==> src/rtl/riscv_multicycle.sv <==
// riscv_multicycle: multicycle RV32I-subset core on one unified req/ready memory port.
// Optional macro RV_ILLEGAL_HALT_EN: illegal instructions stop the core in HALT instead of acting as NOPs.
module riscv_multicycle #(
    parameter logic [31:0] RESET_PC = 32'h0000_0000,
    parameter int unsigned NREGS    = 32
) (
    input  logic        clk,
    input  logic        reset,
    output logic        MemReq,
    output logic        MemWE,
    output logic [31:0] MemAdr,
    output logic [31:0] MemWData,
    input  logic [31:0] MemRData,
    input  logic        MemReady,
    output logic        Retire,
    output logic        Halted
);
    // state    | meaning
    // FETCH    | read instruction at PC, PC += 4
    // DECODE   | load A/B, speculative branch target, dispatch
    // MEMADR   | effective address for lw/sw
    // MEMREAD  | data read, result into Data
    // MEMWB    | rd <- Data
    // MEMWRITE | store B to ALUOut
    // EXECR    | ALUOut <- A op B
    // EXECI    | ALUOut <- A op imm
    // ALUWB    | rd <- ALUOut
    // BRANCH   | beq/bne resolve
    // JAL      | link and jump
    // LUI      | rd <- upper immediate
    // HALT     | stopped on illegal instruction until reset
    typedef enum logic [3:0] {
        FETCH, DECODE, MEMADR, MEMREAD, MEMWB, MEMWRITE,
        EXECR, EXECI, ALUWB, BRANCH, JAL, LUI, HALT
    } state_t;

    localparam logic [6:0] OP_R   = 7'b0110011;
    localparam logic [6:0] OP_I   = 7'b0010011;
    localparam logic [6:0] OP_LW  = 7'b0000011;
    localparam logic [6:0] OP_SW  = 7'b0100011;
    localparam logic [6:0] OP_BR  = 7'b1100011;
    localparam logic [6:0] OP_JAL = 7'b1101111;
    localparam logic [6:0] OP_LUI = 7'b0110111;
    localparam int         AW     = (NREGS == 16) ? 4 : 5;

    state_t      state, state_nxt;
    logic [31:0] pc, old_pc, instr, data, a, b, alu_out;
    logic [31:0] regs [NREGS];
    logic [31:0] rs1_val, rs2_val, alu_b, alu_y, rf_wdata;
    logic        rf_we, illegal, taken;

    logic [6:0]  opcode;
    logic [4:0]  rs1, rs2, rd;
    logic [2:0]  f3;
    logic [31:0] imm_i, imm_s, imm_b, imm_j, imm_u;

    assign opcode = instr[6:0];
    assign rd     = instr[11:7];
    assign f3     = instr[14:12];
    assign rs1    = instr[19:15];
    assign rs2    = instr[24:20];
    assign imm_i  = {{20{instr[31]}}, instr[31:20]};
    assign imm_s  = {{20{instr[31]}}, instr[31:25], instr[11:7]};
    assign imm_b  = {{19{instr[31]}}, instr[31], instr[7], instr[30:25], instr[11:8], 1'b0};
    assign imm_j  = {{11{instr[31]}}, instr[31], instr[19:12], instr[20], instr[30:21], 1'b0};
    assign imm_u  = {instr[31:12], 12'd0};
    assign taken  = ((a - b) == 32'd0) ^ f3[0];

    // Registers at or above NREGS behave like x0.
    always_comb begin
        rs1_val = '0;
        rs2_val = '0;
        if (rs1 != 5'd0 && {27'd0, rs1} < NREGS) rs1_val = regs[rs1[AW-1:0]];
        if (rs2 != 5'd0 && {27'd0, rs2} < NREGS) rs2_val = regs[rs2[AW-1:0]];
    end

    always_ff @(posedge clk) begin
        if (rf_we && rd != 5'd0 && {27'd0, rd} < NREGS) regs[rd[AW-1:0]] <= rf_wdata;
    end

    always_comb begin
        illegal = 1'b0;
        case (opcode)
            OP_R, OP_I: illegal = !(f3 == 3'b000 || f3 == 3'b010 || f3 == 3'b110 || f3 == 3'b111);
            OP_LW, OP_SW, OP_BR, OP_JAL, OP_LUI: illegal = 1'b0;
            default: illegal = 1'b1;
        endcase
    end

    always_comb begin
        alu_b = (state == EXECI) ? imm_i : b;
        case (f3)
            3'b000:  alu_y = (state == EXECR && instr[30]) ? a - alu_b : a + alu_b;
            3'b010:  alu_y = {31'd0, $signed(a) < $signed(alu_b)};
            3'b110:  alu_y = a | alu_b;
            3'b111:  alu_y = a & alu_b;
            default: alu_y = '0;
        endcase
    end

    always_ff @(posedge clk or posedge reset) begin
        if (reset) state <= FETCH;
        else       state <= state_nxt;
    end

    always_comb begin
        state_nxt = state;
        MemReq    = 1'b0;
        MemWE     = 1'b0;
        MemAdr    = '0;
        MemWData  = '0;
        Retire    = 1'b0;
        rf_we     = 1'b0;
        rf_wdata  = '0;
        case (state)
            FETCH: begin
                MemReq = 1'b1;
                MemAdr = {pc[31:2], 2'b00};
                if (MemReady) state_nxt = DECODE;
            end
            DECODE: begin
                if (illegal) begin
`ifdef RV_ILLEGAL_HALT_EN
                    state_nxt = HALT;
`else
                    Retire    = 1'b1;
                    state_nxt = FETCH;
`endif
                end else begin
                    case (opcode)
                        OP_LW, OP_SW: state_nxt = MEMADR;
                        OP_R:         state_nxt = EXECR;
                        OP_I:         state_nxt = EXECI;
                        OP_BR:        state_nxt = BRANCH;
                        OP_JAL:       state_nxt = JAL;
                        OP_LUI:       state_nxt = LUI;
                        default:      state_nxt = FETCH;
                    endcase
                end
            end
            MEMADR: state_nxt = (opcode == OP_SW) ? MEMWRITE : MEMREAD;
            MEMREAD: begin
                MemReq = 1'b1;
                MemAdr = alu_out;
                if (MemReady) state_nxt = MEMWB;
            end
            MEMWB: begin
                rf_we     = 1'b1;
                rf_wdata  = data;
                Retire    = 1'b1;
                state_nxt = FETCH;
            end
            MEMWRITE: begin
                MemReq   = 1'b1;
                MemWE    = 1'b1;
                MemAdr   = alu_out;
                MemWData = b;
                if (MemReady) begin
                    Retire    = 1'b1;
                    state_nxt = FETCH;
                end
            end
            EXECR, EXECI: state_nxt = ALUWB;
            ALUWB: begin
                rf_we     = 1'b1;
                rf_wdata  = alu_out;
                Retire    = 1'b1;
                state_nxt = FETCH;
            end
            BRANCH: begin
                Retire    = 1'b1;
                state_nxt = FETCH;
            end
            JAL: begin
                rf_we     = 1'b1;
                rf_wdata  = pc;
                Retire    = 1'b1;
                state_nxt = FETCH;
            end
            LUI: begin
                rf_we     = 1'b1;
                rf_wdata  = imm_u;
                Retire    = 1'b1;
                state_nxt = FETCH;
            end
            HALT:    state_nxt = HALT;
            default: state_nxt = FETCH;
        endcase
        // The FSM already sits in FETCH during reset; keep the port quiet as well.
        if (reset) begin
            MemReq   = 1'b0;
            MemWE    = 1'b0;
            MemAdr   = '0;
            MemWData = '0;
            Retire   = 1'b0;
        end
    end

`ifdef RV_ILLEGAL_HALT_EN
    assign Halted = (state == HALT) && !reset;
`else
    assign Halted = 1'b0;
`endif

    always_ff @(posedge clk or posedge reset) begin
        if (reset) begin
            pc      <= RESET_PC;
            old_pc  <= '0;
            instr   <= '0;
            data    <= '0;
            a       <= '0;
            b       <= '0;
            alu_out <= '0;
        end else begin
            case (state)
                FETCH: if (MemReady) begin
                    instr  <= MemRData;
                    old_pc <= pc;
                    pc     <= pc + 32'd4;
                end
                DECODE: begin
                    a       <= rs1_val;
                    b       <= rs2_val;
                    alu_out <= old_pc + imm_b;
                end
                MEMADR:       alu_out <= a + ((opcode == OP_SW) ? imm_s : imm_i);
                MEMREAD:      if (MemReady) data <= MemRData;
                EXECR, EXECI: alu_out <= alu_y;
                BRANCH:       if (taken) pc <= alu_out;
                JAL:          pc <= old_pc + imm_j;
                default: ;
            endcase
        end
    end
endmodule

==> config.mk <==
export PLATFORM = sky130hd
export DESIGN_NAME = riscv_multicycle
export DESIGN_NICKNAME = d
export VERILOG_FILES = /design/src/rtl/riscv_multicycle.sv
export SDC_FILE = /design/constraint.sdc
export NUM_CORES = 2
export LEC_CHECK = 0
export BUFFER_PORTS_ARGS = -buffer_cell sky130_fd_sc_hd__buf_4
export CORE_UTILIZATION = 59
export CTS_BUF_LIST = sky130_fd_sc_hd__clkbuf_8
export DETAILED_ROUTE_END_ITERATION = 7
export PLACE_DENSITY = 0.75
export SYNTH_ARGS = -nofsm -noshare
export SYNTH_HDL_FRONTEND = slang
export SYNTH_SLANG_ARGS = --single-unit
==> constraint.sdc <==
create_clock -name clk -period 13.5 [get_ports clk]
set_input_delay 0.675 -clock clk [delete_from_list [all_inputs] [get_ports clk]]
set_output_delay 0.675 -clock clk [all_outputs]
set_load 0.02 [all_outputs]
==> After elaboration in Yosys (flattened, before gate mapping) <==
Memories as Yosys holds them, arrays and structs flattened.
Index checks and enable logic that the tools add are counted.
{ "classes": {"bitwise": 3, "muxes": 34, "n_eq_ne": 26, "order_cmp": 1, "n_reduce_logical": 26, "add_sub_neg": 7} }
{ "ops": {"columns": ["operator", "count"], "rows": [
  ["32-bit 2-to-1 mux", 9],
  ["32-bit case mux with 4 select lines", 2],
  ["32-bit case mux with 3 select lines", 2],
  ["32-bit adder", 4],
  ["32-bit case mux with 2 select lines", 1],
  ["32-bit subtractor", 2],
  ["32-bit by 3-bit adder with 32-bit output (second input constant)", 1],
  ["32-bit AND", 1],
  ["32-bit zero test", 1],
  ["32-bit less-than comparator", 1],
  ["32-bit OR", 1],
  ["4-bit case mux with 7 select lines", 1],
  ["4-bit case mux with 6 select lines", 1],
  ["7-bit by 6-bit equality test with 1-bit output (second input constant)", 3],
  ["4-bit equality test (second input constant)", 5],
  ["4-bit by 3-bit equality test with 1-bit output (second input constant)", 4],
  ["4-bit 2-to-1 mux", 4],
  ["5-bit nonzero test", 3],
  ["7-bit equality test (second input constant)", 2],
  ["1-bit 2-to-1 mux", 10],
  ["5-bit OR reduction", 2],
  ["4-bit by 2-bit equality test with 1-bit output (second input constant)", 2],
  ["2-bit inequality test (second input constant)", 4],
  ["2-bit OR reduction", 4],
  ["other kinds (20)", 27]
]} }
{ "totals": {"inputBits": 35, "out_inout_bits": 68, "wordCells": 106, "regBits": 228, "memories": 1, "ram_bits": 1024} }
{ "mem_list": {"columns": ["memory", "depth", "width", "read_ports", "rd_clocked_by_memory_dff", "write_ports", "line_no", "rtl"], "rows": [
  ["regs", 32, 32, 2, 0, 1, "48", "logic [31:0] regs [NREGS];"]
]} }

==> Depth between registers and ports, before layout <==
{ "depth": {"depth_word": 9, "mapped_depth": 21, "ltp_nobuf": 18} }

==> Worst setup path before layout <==
OpenSTA, ideal clock, no wires.
{ "synth_path": {"path_type": "in2out", "startpoint": "in reset", "endpoint": "out MemAdr[0]", "stages": 3, "path_buffers": 1, "slack_ns": 6.478, "t_arrival_ns": 6.347, "path_cell_list": "clkbuf_1 -> inv_1 -> and3_1"} }
{ "synth_between": {"elab_chain_len": 1} }
{ "synth_rtl": {"columns": ["item", "line_no", "rtl"], "rows": [
  ["start, declared", "8", "input logic reset,"],
  ["32-bit 2-to-1 mux", "190", "if (reset) begin"],
  ["end, declared", "11", "output logic [31:0] MemAdr,"]
]} }
No other way between the ends.

==> Final worst setup path <==
{ "layout_path": {"startpoint": "reg a[19]", "endpoint": "reg pc[26]"} }
{ "layout_between": {"elab_chain_len": 5} }
{ "layout_rtl": {"columns": ["item", "line_no", "rtl"], "rows": [
  ["start, declared", "47", "logic [31:0] pc, old_pc, instr, data, a, b, alu_out;"],
  ["start signal, assigned", "222", "a <= rs1_val;"],
  ["32-bit subtractor", "67", "assign taken = ((a - b) == 32'd0) ^ f3[0];"],
  ["32-bit zero test", "67", null],
  ["1-bit bitwise XOR", "67", null],
  ["2-bit inequality test (no line)", null, null],
  ["3-bit AND reduction (no line)", null, null],
  ["end signal, assigned", "219", "pc <= pc + 32'd4;"],
  ["end signal, assigned", "229", "BRANCH: if (taken) pc <= alu_out;"],
  ["end signal, assigned", "230", "JAL: pc <= old_pc + imm_j;"],
  ["end, declared", "47", null]
]} }
No other way between the ends.
A chain may end at the register's enable or synchronous reset.

==> reports/metrics.yaml <==
run_status:
  status: "finished, final reports clean"
place:
  dp.cells: 6448
  gp_congestion: 1.05
  dpl_worst_slack_ns: 7.74
  hpwl_mm: 151
  placed_area_mm2: 0.0717
  numPortBuffers: 101
routing:
  num_vias: 49537
  wl_per_cell_um: 34.2
  drc: 0
  ant_nets: 0
  viasPerCell: 7.24
  wirelength_mm: 234
  first_pass_iters: 8
  first_iter_violations: 6960
synthesis:
  ys.flop_type: "edfxtp_1"
  synthTopCellsByCount: "edfxtp_1 (1,024), mux4_2 (528), nand2_1 (403)"
  synth_top_area_share_pct: 44.6
  synth-seq-cells: 1252
  synthCells: 5023
  synth_most_common_cell: "edfxtp_1"
  avgSynthCellArea_um2: 13.7
  synth-async-reset-ratio_pct: 18.2
  synth_cell_types: 89
  synth_area_mm2: 0.0689
  yosys_warnings: 0
  synth_seq_area_share_pct: 52.9
  netlist.top_cell.by_area: "edfxtp_1"
  synth_edf_count: 1024
  netlist_top_cells_area: "edfxtp_1 (45%), mux4_2 (17%), dfrtp_1 (8.3%)"
grt:
  track_usage_pct: 39.9
  grt_overflow: 0
  grt_max_degree: 101
  antenna_found_initial: 14
  first_global_vias: 48356
  grt_pass1_wl_mm: 335
power:
  p_seq_share_pct: 31.1
  p_switching_mw: 7.36
  p_int_mw: 9.05
  clkPwrFrac_pct: 18.7
  p_per_area_mw_per_mm2: 217
  swShare_pct: 44.8
  ir_drop_v: 0.000175
  power_frac_comb_pct: 50.1
  p_leak_nw: 29.7
timing:
  finalCritPeriodShare_pct: 44.8
  period_minus_slack_ns: 6.05
  slew_violations: 0
  final_hold_viol_count: 0
  worst_pin_slew_ns: 1.34
  slew_headroom_pct: 10.1
  skew_ns: 0.0648
  timing.fmax_mhz: 165
  setup_slack_ns: 7.45
  rsz0062_at_grt: "no"
  holdWs_ns: 0.270
  final.setup.tns_ns: 0
  setup_viol: 0
die:
  fp.dieH_um: 344
  boundaryPins: 103
  dieArea_mm2: 0.118
  core_area_mm2: 0.115
  start_util_pct: 59.9
  fp.dieW_um: 344
  rows: 124
clock_tree:
  cts_setup_buffers: 0
  cts.reportedPaths.clkPinSlew_ns: 0.07
  h-tree-depth: 4
  cts_buffers: 200
  cts_tree: "yes"
  post_cts_resized: 0
  insertion_delay_ns: 0.93
  cts_root_buf: "clkbuf_8"
  cts_buffer_depth: 3
  cts_sinks: 1252
  postCtsHoldBufs: 33
cells_and_area:
  stdcell_count: 6846
  final_nets: 5413
  area_growth_pct: 9.87
  nFillCells: 8122
  fin_area_mm2: 0.0757
  drive_gt1_share_pct: 22.9
worst_setup_path:
  cp.depth: 12
  crit_chain: "ha_1, a21oi_1, o21a_1, o21ai_0, a222oi_1, nand4_1, a2111oi_0, nand4_1, a2111oi_4, mux2i_1, a21oi_4, mux2_2"
  crit_buf_inv: 0
  crit_path_top_delay_cell: "a2111oi_0"
  crit_top_cell: "nand4_1"
  startpoint_type: "flip-flop"
  cp-end-kind: "flip-flop"
  crit_arrival_ns: 6.82
  crit_family: "compound AO/OA/AOI/OAI gates"
  cp.required_ns: 14.27
  path_class: "reg -> reg"
  path_max_fanout: 28
  r2r_cells: 12
  max_stage_delay_ns: 0.95
min_path:
  hold_depth: 4
  hold_path.class: "in -> reg"
flow_run:
  maxCapViolations: 0
[registers in the layout, indices dropped and copies added (netlist names)]
signal   cells
old_pc      32
pc          32
instr       32
b           32
state        4
data        32
a           32
regs      1024
alu_out     32
[path summary, 6_finish.rpt]
kind,slack (ns),startpoint,end
min reg2reg,0.46,pc[1],old_pc[1]
max,7.45,a[19],pc[26]
min,0.27,MemReady,state[0]
max in group asynchronous,11.07,reset,a[7]
max reg2reg,7.45,a[19],pc[26]
min in group asynchronous,0.50,reset,data[18]
[stage by stage]
| step | utilization [%] | total power [mW] |
|---|---|---|
| floorplan | - | 10.5 |
| global placement | 62.3 | 13.1 |
| detailed placement | 62.3 | 13.1 |
| CTS | 65.8 | 16.2 |
| global route | 65.8 | 17.1 |
| finish | 65.8 | 16.4 |
[cell families after synthesis]
| group | count (synthesis) | share of synthesized area (%) |
|---|---|---|
| flops | 1252 | 52.9 |
| compound gates | 1072 | 10.3 |
| simple gates | 1043 | 6.91 |
| mux | 792 | 21.4 |
| buf+inv | 515 | 2.85 |
| fa+ha+maj | 207 | 3.81 |
| xor+xnor | 141 | 1.79 |
| other cells | 1 | 0.00544 |
[routing by layer]
metal / global-route usage (%) / vias up / routed length [um]
li1: - / 20258 / -
met1: 51.9 / 24986 / 82900
met2: 60.9 / 3508 / 107000
met3: 10.5 / 773 / 28600
met4: 23.4 / 12 / 15400
met5: 0 / - / 75
[placed cells by master (no fill, tap or decap), types with 38 or more instances in the layout]
| master | instances |
|---|---|
| inv_1 | 245 |
| xor2_1 | 55 |
| nor3_1 | 42 |
| clkbuf_8 | 204 |
| clkinv_1 | 39 |
| a21oi_1 | 250 |
| nor2_1 | 247 |
| mux2_2 | 138 |
| nor4_1 | 43 |
| nand2_1 | 401 |
| dfrtp_1 | 216 |
| nand3_1 | 50 |
| mux2i_1 | 110 |
| o21ai_0 | 198 |
| mux4_2 | 528 |
| o22ai_1 | 97 |
| nor2b_1 | 48 |
| ha_1 | 202 |
| nand2b_1 | 38 |
| a22oi_1 | 91 |
| buf_4 | 220 |
| edfxtp_1 | 1024 |
| a21o_1 | 53 |
| xnor2_1 | 86 |
[power by group through the flow]
stage / Clock (mW) / Combinational (mW) / Sequential, mW
after floorplan: 0 / 5.78 / 4.72
after global placement: 0 / 7.98 / 5.15
after detailed placement: 0 / 7.99 / 5.16
after CTS: 3.09 / 8.04 / 5.08
after global routing: 3.25 / 8.71 / 5.12
final: 3.07 / 8.22 / 5.11
[worst min-delay path: cells and delay by family]
kind            cells  cell delay, ns
buf+inv             1            0.16
compound gates      2            0.22
simple gates        1            0.06
[final cells by class]
cell class | count | area, um^2 | area share, %
Multi-Input combinational cell | 3288 | 30900 | 40.8
Sequential cell | 1252 | 36500 | 48.2
Clock buffer | 204 | 2810 | 3.71
Clock inverter | 155 | 863 | 1.14
Tap cell | 1512 | 1890 | 2.50
Timing Repair Buffer | 257 | 2060 | 2.72
Inverter | 172 | 653 | 0.863
Antenna cell | 6 | 15.0 | 0.0198
No activity file was read; power rests on OpenSTA's default activity.
